## config.mk

```make
export PLATFORM = sky130hd
export DESIGN_NAME = c_selector_n_sync
export DESIGN_NICKNAME = d
export VERILOG_FILES = /design/src/rtl/c_selector_pkg.sv /design/src/rtl/c_selector_n_sync_sat_counter.sv /design/src/rtl/c_selector_n_sync.sv
export SDC_FILE = /design/constraint.sdc
export NUM_CORES = 1
export LEC_CHECK = 0
export CAP_MARGIN = 20
export CORE_ASPECT_RATIO = 1.5
export CORE_MARGIN = 10
export CORE_UTILIZATION = 43
export CTS_BUF_LIST = sky130_fd_sc_hd__clkbuf_2
export DETAILED_ROUTE_END_ITERATION = 7
export GPL_ROUTABILITY_DRIVEN = 0
export PLACE_DENSITY = 0.78
export SKIP_CTS_REPAIR_TIMING = 1
export SLEW_MARGIN = 20
export SYNTH_ARGS = -nofsm -noshare
export SYNTH_HDL_FRONTEND = slang
export SYNTH_SLANG_ARGS = --single-unit
```

## constraint.sdc

```tcl
create_clock -name clk -period 2 [get_ports clk]
set_input_delay 0.4 -clock clk [delete_from_list [all_inputs] [get_ports clk]]
set_output_delay 0.4 -clock clk [all_outputs]
set_load 0.01 [all_outputs]
```

## src/rtl/c_selector_pkg.sv

```systemverilog
// Shared types and helpers for the clocked N-way selector family.
// Provides the FSM state enum and select-vector classification functions.
package c_selector_pkg;

  localparam int MAX_PORTS = 16;

  typedef enum logic {
    IDLE,
    HOLD
  } state_t;

  localparam logic [MAX_PORTS-1:0] ONE = MAX_PORTS'(1);

  function automatic logic is_zero(
    input logic [MAX_PORTS-1:0] vec
  );
    return vec == '0;
  endfunction

  function automatic logic is_onehot(
    input logic [MAX_PORTS-1:0] vec
  );
    return (vec != '0) && ((vec & (vec - ONE)) == '0);
  endfunction

endpackage

```

## src/rtl/c_selector_n_sync_sat_counter.sv

```systemverilog
// Saturating up-counter, holds at all-ones.
// Ports: clk, rstn (async active-low), inc (count enable), cnt (value).
module sat_counter #(
  parameter int CNT_W = 8
) (
  input  logic             clk,
  input  logic             rstn,
  input  logic             inc,
  output logic [CNT_W-1:0] cnt
);

  always_ff @(posedge clk or negedge rstn) begin
    if (!rstn) begin
      cnt <= '0;
    end else if (inc && (cnt != '1)) begin
      cnt <= cnt + CNT_W'(1);
    end
  end

endmodule

```

## src/rtl/c_selector_n_sync.sv

```systemverilog
// Clocked 1-to-NUM_PORTS token selector with one output register stage.
// Ports: i_drive/o_free input handshake with i_select/i_data;
// o_driveNext/i_freeNext per-port handshake sharing o_data;
// o_err pulses after an illegal select, o_drop_cnt counts drops.
// Define C_SELECTOR_N_BROADCAST_EN to accept multi-hot selects.
module c_selector_n_sync
  import c_selector_pkg::*;
#(
  parameter int NUM_PORTS = 4,
  parameter int DATA_W    = 32,
  parameter int CNT_W     = 8
) (
  input  logic                 clk,
  input  logic                 rstn,
  input  logic                 i_drive,
  output logic                 o_free,
  input  logic [NUM_PORTS-1:0] i_select,
  input  logic [DATA_W-1:0]    i_data,
  output logic [NUM_PORTS-1:0] o_driveNext,
  input  logic [NUM_PORTS-1:0] i_freeNext,
  output logic [DATA_W-1:0]    o_data,
  output logic                 o_err,
  output logic [CNT_W-1:0]     o_drop_cnt
);

  state_t                state;
  state_t                stateNext;
  logic [NUM_PORTS-1:0]  pm;
  logic [NUM_PORTS-1:0]  pmNext;
  logic [DATA_W-1:0]     dataQ;
  logic [DATA_W-1:0]     dataNext;
  logic                  errQ;
  logic [MAX_PORTS-1:0]  selExt;
  logic                  done;
  logic                  accept;
  logic                  legal;
  logic                  drop;

  assign selExt = MAX_PORTS'(i_select);

  // pm is zero in IDLE, so done is trivially true there.
  assign done   = (pm & ~i_freeNext) == '0;
  assign o_free = (state == IDLE) | ((state == HOLD) & done);
  assign accept = i_drive & o_free;

`ifdef C_SELECTOR_N_BROADCAST_EN
  assign legal = !is_zero(selExt);
`else
  assign legal = is_onehot(selExt);
`endif

  assign drop = accept & ~legal;

  always_comb begin
    stateNext = state;
    pmNext    = pm;
    dataNext  = dataQ;
    unique case (state)
      IDLE: begin
        pmNext = '0;
      end
      HOLD: begin
`ifdef C_SELECTOR_N_BROADCAST_EN
        pmNext = pm & ~i_freeNext;
`else
        pmNext = done ? '0 : pm;
`endif
        if (done) begin
          stateNext = IDLE;
        end
      end
      default: begin
        stateNext = IDLE;
        pmNext    = '0;
      end
    endcase
    // A new token overrides the retirement of the old one: no bubble.
    if (accept && legal) begin
      stateNext = HOLD;
      pmNext    = i_select;
      dataNext  = i_data;
    end
  end

  always_ff @(posedge clk or negedge rstn) begin
    if (!rstn) begin
      state <= IDLE;
      pm    <= '0;
      dataQ <= '0;
      errQ  <= 1'b0;
    end else begin
      state <= stateNext;
      pm    <= pmNext;
      dataQ <= dataNext;
      errQ  <= drop;
    end
  end

  sat_counter #(
    .CNT_W(CNT_W)
  ) u_dropCnt (
    .clk (clk),
    .rstn(rstn),
    .inc (drop),
    .cnt (o_drop_cnt)
  );

  assign o_driveNext = (state == HOLD) ? pm : '0;
  assign o_data      = dataQ;
  assign o_err       = errQ;

endmodule

```

=== Yosys cells after proc, flatten, opt, wreduce, memory -nomap -nowiden ===
Cells that the tools add are included.

* Reduce and logical (&&, ||, !) cells: 6
* Multiplexer cells: 7
* $add $sub $neg: 2
* Bitwise operators: 9
* Eq/ne operators: 2

{| class="wikitable"
|+ Operator list
! kind !! number
|-
| 4-bit by 16-bit AND with 16-bit output || 1
|-
| 16-bit logical NOT || 1
|-
| 16-bit nonzero test || 1
|-
| 4-bit 2-to-1 mux || 3
|-
| 8-bit by 1-bit adder with 8-bit output, second input constant || 1
|-
| 8-bit != test, second input constant || 1
|-
| 4-bit case mux with 2 select lines || 1
|-
| 4-bit by 1-bit subtractor with 5-bit output, second input constant || 1
|-
| 4-bit AND || 1
|-
| 4-bit logical NOT || 1
|-
| 4-bit inverter || 1
|-
| 1-bit AND || 3
|-
| 1-bit logical AND || 3
|-
| 1-bit 2-to-1 mux || 3
|-
| 3-bit by 1-bit != test with 1-bit output, second input constant || 1
|-
| 1-bit inverter || 2
|-
| 1-bit bitwise OR || 1
|}

* Register bits after elaboration: 46
* Output and inout port bits: 46
* Input port bits: 43
* Word-level logic and storage cells: 31

=== Depth between registers and ports, before layout ===
Gate-level depths: netlist of run 1.

* Word-level depth: 8
* Mapped depth: 6
* Depth with buffers taken out: 5

=== By module ===
A second synthesis of run 1 with hierarchy kept.

* Cell total of the unflattened synthesis: 138
* Area, all modules: 2064.5 um^2

{| class="wikitable"
|+ Modules (own cells, without submodules)
! module !! area each (um^2) !! seq. area each (um^2) !! times used !! cells each
|-
| c_selector_n_sync || 1656.6 || 950.9 || 1 || 104
|-
| sat_counter || 407.9 || 200.2 || 1 || 34
|}

=== Least setup slack after synthesis of run 1 ===
Ideal clock, no wire load.

* Path type: in2reg
* From: input port i_select[3]
* To: register dataQ[10], in the netlist o_data[10]
* Stages on the path: 6
* Data required time: 1.873 ns
* Arrival time: 1.781 ns
* Setup slack: 0.092 ns
* Path buffers: 2
* Library setup time: 0.127 ns
* Path through: xor2_1 a311oi_2 nand3b_1 buf_6 buf_6 mux2_1

* Word-level cells in the longest chain between the ends: 5
* Elaborated cells between the ends (all ways): 6
* Classes of those cells: 1 x add/sub; 1 x bitwise; 4 x reduce/logical

{| class="wikitable"
|+ Ends and longest elaborated chain
! item !! RTL line !! text
|-
| start: declaration || c_selector_n_sync.sv:17 || <nowiki>input logic [NUM_PORTS-1:0] i_select,</nowiki>
|-
| 4-bit by 1-bit subtractor with 5-bit output || c_selector_pkg.sv:23 || <nowiki>return (vec != '0) && ((vec & (vec - ONE)) == '0);</nowiki>
|-
| 4-bit by 16-bit AND with 16-bit output || c_selector_pkg.sv:23 ||
|-
| 16-bit logical NOT || c_selector_pkg.sv:23 ||
|-
| 1-bit logical AND (*) || c_selector_pkg.sv:23 ||
|-
| 1-bit logical AND (*) || c_selector_n_sync.sv:78 || <nowiki>if (accept && legal) begin</nowiki>
|-
| end signal: assignment || c_selector_n_sync.sv:94 || <nowiki>dataQ <= dataNext;</nowiki>
|-
| end: declaration || c_selector_n_sync.sv:30 || <nowiki>logic [DATA_W-1:0] dataQ;</nowiki>
|}

Every way passes the cells marked *; elsewhere a longest branch is shown, timed or not.
A chain may end at the register's enable or synchronous reset.

=== Final worst setup path of run 1 ===
* From: register pm[2]
* To: output port o_free

* Word-level cells in the longest chain between the ends: 4

{| class="wikitable"
|+ Ends and longest elaborated chain
! item !! RTL line !! text
|-
| start: declaration || c_selector_n_sync.sv:28 || <nowiki>logic [NUM_PORTS-1:0] pm;</nowiki>
|-
| start signal: assignment || c_selector_n_sync.sv:93 || <nowiki>pm <= pmNext;</nowiki>
|-
| 4-bit AND || c_selector_n_sync.sv:42 || <nowiki>assign done = (pm & ~i_freeNext) == '0;</nowiki>
|-
| 4-bit logical NOT || c_selector_n_sync.sv:42 ||
|-
| 1-bit AND || c_selector_n_sync.sv:43 || <nowiki>assign o_free = (state == IDLE) | ((state == HOLD) & done);</nowiki>
|-
| 1-bit bitwise OR || c_selector_n_sync.sv:43 ||
|-
| end: declaration || c_selector_n_sync.sv:16 || <nowiki>output logic o_free,</nowiki>
|}

Every way passes these cells.

==> impl_metrics.csv, run 1 <==
group,metric,value,unit
status,status,"finished, final reports clean",
job,cap_violations,0,
layout,regArea,1150,sq um
synthesis,yosys_warnings,0,
synthesis,synth-seq-cells,46,
synthesis,synth_simple_gate_area_share,0.0893,
synthesis,synth_top_family_by_area,"multiplexers",
global_route,grt.met3_usage,0.0453,
clock_tree,cts-root-buf,"clkbuf_2",
timing,rsz0062_at_grt,"yes",
clock_tree,cts_made_buffers,5,
timing,fin_setup_tns,0,ns
setup_path,rr_startpoint,"pm[2]$_DFFE_PN0P_",
floorplan,io_pins,89,
pwr,p_leak,1.50,nW
setup_path,setup.worst_path.start,"pm[2]$_DFFE_PN0P_",
synthesis,avgSynthCellArea,13.6,sq um
routing,first_pass_iters,4,
setup_path,cp-start-kind,"flop",
floorplan,rows,30,
setup_path,critical_path_class,"reg2out",
timing,tightest_slew,0.406,ns
timing,max_slew_margin,0.729,
setup_path,path_max_fanout,3,
layout,areaGrowthSynthToFinish,62.1,%
setup_path,path_cells,"nor2b_4 > o41ai_4 > buf_2",
floorplan,die_w,75.3,um
clock_tree,clk_pin_slew,0.21,ns
layout,final_cell_mix,"clkdlybuf4s50_1, dfrtp_1, mux2_4, buf_4, inv_1",
timing,finalHoldViolations,0,
setup_path,cpPeakStageDelay,0.44,ns
placed_design,port-buffer-count,88,
timing,finalCritPeriodShare,0.980,
setup_path,end_kind,"output pin",
routing,routed_wl,5490,um
synthesis,synth.mux.area_fraction,0.194,
timing,hold_ws,0.423,ns
timing,clock_skew,0.0110,ns
synthesis,syn_nets,189,
routing,viasPerCell,5.10,
setup_path,cp_slowest_cell,"dfrtp_1",
setup_path,r2r-end,"o_data[10]$_DFFE_PN0P_",
worst_hold_path,min_path_type,"in2async",
timing,fmax,510,MHz
clock_tree,tritoncts,"built",
routing,drc,0,
pwr,powerDensity,953,nW/um^2
floorplan,die_area,7760,sq um
setup_path,required,1.60,ns
layout,drive_gt1_frac,0.235,
setup_path,critPathArrivalTime,1.56,ns
pwr,peakVddDrop,0.627,mV
clock_tree,cts_buffer_depth,2,
timing,slew_violations,0,
timing,min_period,1.96,ns
setup_path,endpoint,"o_free",
floorplan,die_y,103,um
setup_path,ff2ff_path_depth,7,
timing,setup_viol,0,
layout,final_util,0.711,
layout,layout_commonest_cell,"clkdlybuf4s50_1",
global_route,grt_overflow,0,
layout,multi_input_area,828,sq um
routing,vias,1525,
routing,ant_nets,0,
placed_design,dp_hpwl,4040,um
global_route,grt_pass1_vias,1538,
synthesis,seq_area_frac_synth,0.583,
global_route,grt_busiest_layer,"met2",
global_route,grt_usage,0.130,
floorplan,core-area,4500,sq um
clock_tree,htreeDepth,2,
synthesis,synthAdderAreaFrac,0.00633,
layout,diodes,0,
setup_path,reg2reg_setup_slack,0.05,ns
global_route,use_met1,0.148,
global_route,grt_max_degree,28,
routing,wl_per_cell,18.4,um
synthesis,synth_compound_gate_area_share,0.0557,
floorplan,initial_core_util,0.439,
layout,nFillCells,298,
global_route,grt_first_pass_wirelength,7730,um
clock_tree,clock_sinks,46,
global_route,grt_use_met2,0.214,
routing,drt_iter0_drc,83,
synthesis,ys_types,28,
global_route,antenna_found_initial,0,
synthesis,synthCells,145,
synthesis,netlist_area,1980,sq um
clock_tree,insertion_delay,0.40,ns
synthesis,synth-xor-area-share,0.0266,
layout,finalNetCount,295,
## per-layer routing
layer | part of all wire | up-vias
li1 | - | 729
met1 | 0.42 | 713
met2 | 0.47 | 76
met3 | 0.086 | 7
met4 | 0.016 | 0
met5 | 0 | -
## state kept, by name, summed over array words and instances (netlist names)
| name | count |
|---|---|
| o_err | 1 |
| u_dropCnt.cnt | 8 |
| state | 1 |
| o_data | 32 |
| pm | 4 |
## worst min-delay path by stage
stage	from	to	slack (ns)	cells past startpoint
3_5_place_dp	rstn	o_data[1]$_DFFE_PN0P_	0.35	1
3_3_place_gp	rstn	o_data[1]$_DFFE_PN0P_	0.36	1
2_1_floorplan	rstn	o_data[0]$_DFFE_PN0P_	0.10	0
5_1_grt	rstn	pm[0]$_DFFE_PN0P_	0.42	2
6_report	rstn	pm[1]$_DFFE_PN0P_	0.42	2
4_1_cts	rstn	o_data[1]$_DFFE_PN0P_	-0.13	1
## synth_stat cells
library cell,n,share of area
mux2_2,9,0.051
nand3_1,3,0.0076
and3_1,2,0.0063
nand2_1,5,0.0095
inv_1,10,0.019
buf_1,1,0.0019
a211oi_1,1,0.0038
mux2_1,25,0.14
a21oi_1,2,0.0051
and4_1,1,0.0044
xnor2_1,5,0.022
nand4_1,6,0.019
o22ai_1,4,0.013
o41ai_4,1,0.014
and2_1,4,0.013
dfrtp_1,46,0.58
nor3_1,1,0.0025
ha_1,1,0.0063
nand3b_1,1,0.0038
nor4b_1,2,0.0089
nor2b_1,4,0.013
a41oi_1,2,0.0089
a311oi_2,1,0.0076
clkbuf_1,1,0.0019
a21boi_0,1,0.0038
nor2_1,1,0.0019
buf_6,4,0.023
xor2_1,1,0.0044
## critical path, delay by kind of cell, from the launching register on
family | cells | cell delay, ns
DFF | 1 | 0.44
AOI/OAI and AO/OA | 1 | 0.39
buffers and inverters | 1 | 0.20
and+or+nand+nor | 1 | 0.14
## where the power goes
group	internal [mW]	total (mW)	switching [mW]
Combinational	0.791	1.21	0.423
Clock	0.201	0.482	0.281
Sequential	1.17	1.35	0.181
## through the flow
stage / setup slack, ns / total power [mW] / instance area [sq um] / std cells
finish: 0.0395 / 3.05 / 3200 / 299
global route: -0.0576 / 3.22 / 3200 / 299
CTS: -0.438 / 2.96 / 3010 / 293
detailed placement: -0.342 / 2.47 / 2950 / 286
global placement: -0.328 / 2.44 / 2950 / 286
floorplan: 0.0919 / 1.77 / 1980 / 145
## cells by family (layout without fill, tap and decap cells)
logic type | after synthesis | after routing
compound gates | 12 | 12
mux | 34 | 34
fa+ha+maj | 1 | 1
xor+xnor | 6 | 6
flops | 46 | 46
simple gates | 30 | 30
buf+inv | 16 | 122
## area by class of cell
type                            count  share of cell area
Sequential cell                    46               0.360
Timing Repair Buffer              105               0.333
Multi-Input combinational cell     83               0.259
Tap cell                           48              0.0188
Inverter                           10              0.0117
Clock inverter                      2              0.0105
Clock buffer                        5             0.00781
Note: power is estimated with default switching activity, not from simulation.
==> run 2: changes to the inputs <==
Settings changed: CORE_ASPECT_RATIO 1.5 to default.
==> impl_metrics.csv, run 2 (synthesis results as in run 1) <==
group,metric,value,unit
pwr,power.total,2.96,mW
clock_tree,insertion_delay,0.39,ns
clock_tree,cts-root-buf,"clkbuf_2",
global_route,grt_max_degree,37,
timing,max_slew_margin,0.633,
routing,first_pass_iters,4,
pwr,peakVddDrop,0.475,mV
floorplan,io_pins,89,
pwr,p_leak,1.36,nW
clock_tree,clk_pin_slew,0.21,ns
setup_path,cp-start-kind,"flop",
routing,vias,1524,
routing,drt_iter0_drc,22,
placed_design,dp_hpwl,4100,um
timing,hold_ws,0.503,ns
setup_path,required,1.60,ns
global_route,grt_first_pass_wirelength,8070,um
pwr,power.switching,0.867,mW
floorplan,die_y,87.8,um
global_route,grt_overflow,0,
timing,finalCritPeriodShare,0.972,
setup_path,cp_slowest_cell,"dfrtp_1",
clock_tree,clock_sinks,46,
routing,drc,0,
global_route,grt_pass1_vias,1532,
clock_tree,cts_buffer_depth,2,
pwr,pwr-share-clk,0.170,
job,cap_violations,0,
pwr,p_seq_frac,0.456,
routing,viasPerCell,5.01,
setup_path,ff2ff_path_depth,6,
layout,areaGrowthSynthToFinish,56.7,%
layout,drive_gt1_frac,0.159,
setup_path,reg2reg_setup_slack,0.11,ns
layout,final_util,0.702,
setup_path,cpPeakStageDelay,0.46,ns
timing,tightest_slew,0.550,ns
pwr,switching_share,0.293,
setup_path,rr_startpoint,"pm[2]$_DFFE_PN0P_",
timing,rsz0062_at_grt,"yes",
layout,multi_input_area,746,sq um
clock_tree,cts_made_buffers,5,
routing,routed_wl,5230,um
timing,clock_skew,0.00757,ns
layout,regArea,1150,sq um
setup_path,critical_path_class,"reg2out",
pwr,comb_power_share,0.374,
clock_tree,tritoncts,"built",
floorplan,core-area,4410,sq um
layout,nFillCells,343,
layout,finalNetCount,295,
floorplan,die_w,87.8,um
pwr,powerDensity,956,nW/um^2
worst_hold_path,min_path_type,"in2async",
routing,ant_nets,0,
clock_tree,htreeDepth,2,
layout,final_cell_mix,"clkdlybuf4s50_1, dfrtp_1, mux2_1, buf_4, inv_1",
setup_path,r2r-end,"o_data[7]$_DFFE_PN0P_",
timing,slew_violations,0,
setup_path,path_cells,"nor2b_4 > o41ai_4 > buf_2",
floorplan,initial_core_util,0.448,
layout,layout_commonest_cell,"clkdlybuf4s50_1",
floorplan,rows,24,
setup_path,path_max_fanout,3,
placed_design,port-buffer-count,88,
global_route,grt_usage,0.134,
pwr,cell_internal_pwr,2.09,mW
floorplan,die_area,7710,sq um
layout,diodes,0,
timing,setup_viol,0,
setup_path,end_kind,"output pin",
layout,largest_reg_flops,32,
status,status,"finished, final reports clean",
timing,fmax,514,MHz
timing,min_period,1.94,ns
routing,wl_per_cell,17.2,um
global_route,antenna_found_initial,0,
timing,fin_setup_tns,0,ns
setup_path,critPathArrivalTime,1.54,ns
timing,finalHoldViolations,0,
[run 2: changes by cell type in the layout (fill, tap and decap cells not counted)]
cell             before  now
mux2_4               21    1
clkbuf_16             2    0
clkbuf_2              5    7
mux2_1                4   24
buf_12                1    2
clkinv_1              1    0
buf_4                11   14
nor2b_4               2    1
dlymetal6s2s_1        4    2
clkdlybuf4s50_1      82   84
nor2b_1               2    3
buf_6                 2    0
[run 2: per-stage QoR]
stage / area, sq um / instances / setup slack, ns
finish: 3100 / 304 / 0.0563
global route: 3100 / 304 / -0.0923
CTS: 3050 / 300 / -0.423
detailed placement: 2990 / 292 / -0.314
global placement: 2990 / 292 / -0.323
floorplan: 1980 / 145 / 0.0919
[run 2: final cells by class]
cell class | instances | share of cell area
sequential | 46 | 0.372
inverter | 10 | 0.0121
timing repair buffer | 105 | 0.333
clock inverter | 1 | 0.00970
multi-input combinational | 83 | 0.241
tap | 52 | 0.0210
clock buffer | 7 | 0.0113
[run 2: metal layers]
metal / up-vias / wire (um) / GRT usage
li1: 728 / - / -
met2: 57 / 2750 / 0.239
met1: 731 / 1950 / 0.144
met4: 0 / 89 / 0.0493
met5: - / 0 / 0
met3: 8 / 446 / 0.0409
[run 2: power groups by stage]
stage,logic (mW),clock network [mW],registers [mW]
6_report,1.11,0.502,1.35
2_1_floorplan,0.298,0,1.47
5_1_grt,1.18,0.562,1.39
4_1_cts,1.12,0.527,1.36
3_3_place_gp,1.09,0,1.36
3_5_place_dp,1.12,0,1.38
[run 2: worst max path at each step]
stage / startpoint / to / slack (ns) / cells after the start
finish: pm[2]$_DFFE_PN0P_ / o_free / 0.06 / 3
global route: pm[2]$_DFFE_PN0P_ / o_free / -0.09 / 3
CTS: pm[1]$_DFFE_PN0P_ / o_free / -0.42 / 3
detailed placement: i_freeNext[1] / o_free / -0.31 / 4
global placement: i_freeNext[1] / o_free / -0.32 / 4
floorplan: i_select[3] / o_data[10]$_DFFE_PN0P_ / 0.09 / 6
[run 2: worst max-delay path, delay by kind of cell, from the launching register on]
family | cells | cell delay (ns)
simple gates | 1 | 0.15
compound gates | 1 | 0.36
buf+inv | 1 | 0.19
flops | 1 | 0.46
==> variant 1: new RTL, config.mk and constraints of run 1 <==
The output `o_err` loses its register stage (`errQ` becomes a continuous assignment).
--- a/src/rtl/c_selector_n_sync.sv
+++ b/src/rtl/c_selector_n_sync.sv
@@ -87,14 +87,14 @@
       state <= IDLE;
       pm    <= '0;
       dataQ <= '0;
-      errQ  <= 1'b0;
     end else begin
       state <= stateNext;
       pm    <= pmNext;
       dataQ <= dataNext;
-      errQ  <= drop;
     end
   end
+
+  assign errQ = drop;
 
   sat_counter #(
     .CNT_W(CNT_W)
Formal check against the unedited RTL: not equivalent (a bounded check fails within 4 cycles, from zero or initial values and one cycle with rstn low).
==> variant 1 against run 1 <==
Synthesized area shrank 1.3%; cell area increased by 3.3%; sequential share of layout area down 1.9 points; largest cell class is now buffers; routed wire length rose by 7.1%; power decreased by 2.2%; synthesized cell count shrank 0.69%; the run now ends with setup timing left; setup slack worse by 0.11 ns; register-to-register slack lost 0.08 ns; critical path type is now in -> out; sequential cell count fell by 1; largest power group unchanged.
==> variant 1: results (changes against run 1) <==
[status]
status = finished with violations
violations = setup timing

[sta]
setup-violations-final = 16  ; +16
clock_skew_ns = 0.00860  ; -0.00240 ns
slew_headroom = 0.713  ; -0.0167
finalWorstSetupSlack_ns = -0.0748  ; -0.114 ns

[worst_setup_path]
path_class = in -> out
r2r_slack_ns = -0.03  ; -0.08 ns
r2r_cells = 8  ; +1
crit_slowest_cell = clkdlybuf4s50_1
cp_slowest_stage_delay_ns = 0.53  ; +0.09 ns
r2r-start = pm[2]
cp-endpoint = o_err
reg2reg_to = o_data[21]
crit_start = i_select[1]
cp_top_family = buffers and inverters
cp_max_fo = 3  ; unchanged

[synth]
syn_nets = 188  ; -0.53%
synthTopCellsByArea = dfrtp_1 58%, mux2_1 14%, mux2_2 5.2%
synth-seq-area-share = 0.577  ; -0.00535
yosysWarnings = 0  ; unchanged
synth_cell_types = 28  ; unchanged
synthCells = 144  ; -0.69%
synthArstFlopShare = 1.00  ; unchanged
synth_common_cells = 45 x dfrtp_1, 25 x mux2_1, 10 x inv_1

[cts]
htreeDepth = 2  ; unchanged
numCtsBuffers = 5  ; unchanged
clockBufferDepth = 2  ; unchanged
path_clk_slew_ns = 0.20
clk_latency_ns = 0.40  ; about the same
cts.sinks = 45  ; -2.2%
cts_root_buf = clkbuf_2

[pwr]
cellLeakagePower_nw = 1.58  ; +5.3%
ir_worst_vdd_uv = 656  ; +4.5%

[placed_design]
dp_slack_ns = -0.550  ; -0.208 ns
hpwl_um = 4060  ; +0.41%
port_buffers = 88  ; unchanged
place_inst = 289  ; +1.0%
placed_cell_area_um2 = 2960  ; +0.17%

[min_path]
hp-class = in -> reg

[route]
wl_um = 5880  ; +7.1%
first_pass_iters = 4  ; unchanged
drtIter0Drc = 85  ; +2.4%
vias = 1568  ; +2.8%

[finish]
num_antenna_cells = 0  ; unchanged
fin_cells = 311  ; +4.0%
fillers = 324  ; +8.7%
largest_reg_flops = 32  ; unchanged
drive_gt1_frac = 0.300  ; +0.0653

[global_route]
grt_use_total = 0.136  ; +0.00651
grt_max_degree = 37  ; +32%
antenna_found_initial = 0  ; unchanged
grt_pass1_wl_um = 7990  ; +3.3%

variant 1: worst register-to-register path: stages, from the launching register on:
cell       delay (ns)
dfrtp_1          0.44
nor2b_4          0.14
o41ai_4          0.36
buf_4            0.18
buf_8            0.09
nand3b_1         0.09
buf_6            0.17
clkbuf_16        0.17
mux2_4           0.29
variant 1: report_power, final:
part	total, mW	switching, mW	internal, mW	leakage, nW
Combinational	1.27	0.436	0.829	1.00
Clock	0.381	0.278	0.103	0.0332
Sequential	1.34	0.186	1.15	0.547
variant 1: metal layers:
metal | vias up | wire [um] | GRT usage
met5 | - | 0 | 0
met4 | 0 | 114 | 0.0614
met3 | 9 | 497 | 0.0568
met2 | 56 | 3150 | 0.242
met1 | 755 | 2120 | 0.132
li1 | 748 | - | -
variant 1: cells by family after synthesis:
kind of cell / share of synthesized area
xor gates and xnor gates: 0.0269
DFF: 0.577
muxes: 0.196
AOI/OAI and AO/OA: 0.0564
adders and majority gates: 0.00641
buffers and inverters: 0.0462
and+or+nand+nor: 0.0904
variant 1: worst min-delay path by stage:
| stage | from | end | slack, ns | cells after the start |
|---|---|---|---|---|
| global placement | rstn | u_dropCnt.cnt[5] | 0.35 | 1 |
| global route | i_select[2] | pm[2] | 0.32 | 3 |
| detailed placement | rstn | u_dropCnt.cnt[5] | 0.36 | 1 |
| floorplan | rstn | o_data[0] | 0.10 | 0 |
| CTS | rstn | o_data[2] | -0.13 | 1 |
| finish | i_select[3] | pm[3] | 0.31 | 3 |
variant 1: area by class of cell:
type	instances	area [um^2]	area share
sequential	45	1130	0.341
inverter	10	37.5	0.0113
tap	48	60.1	0.0182
multi-input combinational	83	847	0.256
clock buffer	8	40.0	0.0121
timing repair buffer	117	1200	0.362
variant 1: metrics by stage:
stage | utilization | hold WS (ns) | setup TNS (ns)
after floorplan | - | 0.104 | 0
after global placement | 0.662 | 0.355 | -17.00
after detailed placement | 0.662 | 0.362 | -17.83
after CTS | 0.671 | -0.126 | -2.58
after global routing | 0.741 | 0.316 | -1.51
final | 0.741 | 0.308 | -0.348
==> variant 2: new RTL, settings of run 1 <==
Made on the original files. Build with the macro `C_SELECTOR_N_BROADCAST_EN` defined.
--- a/src/rtl/c_selector_n_sync.sv
+++ b/src/rtl/c_selector_n_sync.sv
@@ -3,6 +3,8 @@
 // o_driveNext/i_freeNext per-port handshake sharing o_data;
 // o_err pulses after an illegal select, o_drop_cnt counts drops.
 // Define C_SELECTOR_N_BROADCAST_EN to accept multi-hot selects.
+`define C_SELECTOR_N_BROADCAST_EN
+
 module c_selector_n_sync
   import c_selector_pkg::*;
 #(
Check against the original RTL: not equivalent (a bounded check fails within 4 cycles, from zero or initial values and one cycle with rstn low).
==> variant 2 against run 1 <==
Global-route usage decreased by 0.41 points; count of clock-buffer cells in the layout rose by 2; via count fell by 2.0%; synthesized area is 3.4% higher; setup slack worse by 0.064 ns; cell area is 3.2% higher; power is 2.0% lower; sequential power shrank 7%; the run now ends with setup timing left; core utilization is 1.0 points higher; first-iteration DRC count decreased by 69%; worst hold slack gained 0.054 ns; highest routed layer unchanged; routed wire length decreased by 2.3%; sequential cell count unchanged; synthesized cell count is 10% lower.
==> variant 2: results (changes against run 1) <==
[status]
status = finished with violations
violations = setup timing

[sta]
worst_pin_slew_ns = 0.476  ; +0.0695 ns
finalWorstSetupSlack_ns = -0.0244  ; -0.0639 ns
clock_skew_ns = 0.0131  ; +0.00211 ns
setup-violations-final = 20  ; +20

[global_route]
antenna_found_initial = 0  ; unchanged
grtUsageMet1 = 0.145  ; -0.00297
grt_pass1_vias = 1583  ; +2.9%
grt_use_met3 = 0.0545  ; +0.00922
grt_use_total = 0.126  ; -0.00406
met2_usage = 0.212  ; -0.00167
grt_pass1_wl_um = 8230  ; +6.4%
grt_max_degree = 27  ; -3.6%

[cts]
htreeDepth = 2  ; unchanged
cts_root_buf = clkbuf_2
clockBufferDepth = 2  ; unchanged
numCtsBuffers = 5  ; unchanged
path_clk_slew_ns = 0.22
clk_latency_ns = 0.38  ; -0.02 ns

[synth]
synthCells = 130  ; -10%
synthTopCellsByArea = dfrtp_1 56%, mux2_4 19%, buf_12 3.9%
synth-seq-area-share = 0.564  ; -0.0189
yosysWarnings = 0  ; unchanged
synth_cell_types = 27  ; -3.6%
syn_nets = 174  ; -7.9%
synthArstFlopShare = 1.00  ; unchanged
synth_common_cells = 46 x dfrtp_1, 26 x mux2_4, 5 x mux2_2, 5 x xor2_1

[worst_setup_path]
r2r_slack_ns = 0.01  ; -0.04 ns
cp-end-kind = flop
crit_arrival_ns = 2.33  ; +0.77 ns
cp_max_fo = 9  ; +6
critPathLaunchType = input pin

[finish]
nets = 293  ; -0.68%
largest_reg_flops = 32  ; unchanged
drive_gt1_frac = 0.312  ; +0.0769
num_antenna_cells = 0  ; unchanged

[placed_design]
hpwl_um = 4230  ; +4.7%
dp_slack_ns = -0.467  ; -0.125 ns
port_buffers = 88  ; unchanged
place_inst = 297  ; +3.8%

[min_path]
hp-class = in -> async

[route]
vias = 1495  ; -2.0%
drtIter0Drc = 26  ; -69%
post_drt_wl_per_cell_um = 17.1  ; -6.9%
m1WireLength_um = 2160  ; -7.4%
met3_length_um = 424  ; -10%
top_layer_used = met4
first_pass_iters = 4  ; unchanged
wl_met2_um = 2750  ; +6.0%
wl_um = 5370  ; -2.3%

[pwr]
ir_worst_vdd_uv = 507  ; -19%
cellLeakagePower_nw = 1.51  ; +0.53%
clockPowerShare = 0.168  ; +0.010
p_int_mw = 2.17  ; about the same
powerComb_mw = 1.23

variant 2: cell families after synthesis:
family / share of synthesized area
flops: 0.564
mux: 0.241
simple gates: 0.0888
compound gates: 0.0337
buf+inv: 0.0453
xor+xnor: 0.0214
fa+ha+maj: 0.00613
variant 2: final cells by class:
| cell class | count | area (um^2) |
|---|---|---|
| repair buffers | 117 | 1180 |
| flip-flops and latches | 46 | 1150 |
| clock inverters | 1 | 30.0 |
| multi-input cells | 78 | 813 |
| well taps | 64 | 80.1 |
| inverters | 1 | 8.76 |
| fillers | 333 | 1270 |
| clock buffers | 7 | 35.0 |
variant 2: critical path, cell delays in order:
cell and delay, ns:
clkdlybuf4s50_1 0.50, nor2b_4 0.05, o41a_4 0.50, clkinv_4 0.07
and3_4 0.31, clkbuf_16 0.19, mux2_4 0.29
variant 2: metrics by stage:
| step | instance area, um^2 | hold WS [ns] | setup TNS, ns | power, mW | utilization |
|---|---|---|---|---|---|
| 2_1_floorplan | 2040 | 0.104 | 0 | 1.79 | - |
| 3_3_place_gp | 3110 | 0.383 | -15.06 | 2.40 | 0.680 |
| 3_5_place_dp | 3110 | 0.385 | -15.72 | 2.44 | 0.680 |
| 4_1_cts | 3180 | -0.0961 | -0.778 | 2.95 | 0.694 |
| 5_1_grt | 3300 | 0.470 | -0.834 | 3.14 | 0.722 |
| 6_report | 3300 | 0.477 | -0.263 | 2.99 | 0.722 |
variant 2: final timing paths:
path,start,cells after the start,endpoint
setup / recovery,i_freeNext[3],7,o_data[25]
hold / removal,rstn,2,o_data[30]
setup reg to reg,pm[2],6,o_data[25]
hold reg to reg,o_data[25],1,o_data[25]
max in group asynchronous,rstn,3,state
min in group clk,o_data[25],1,o_data[25]
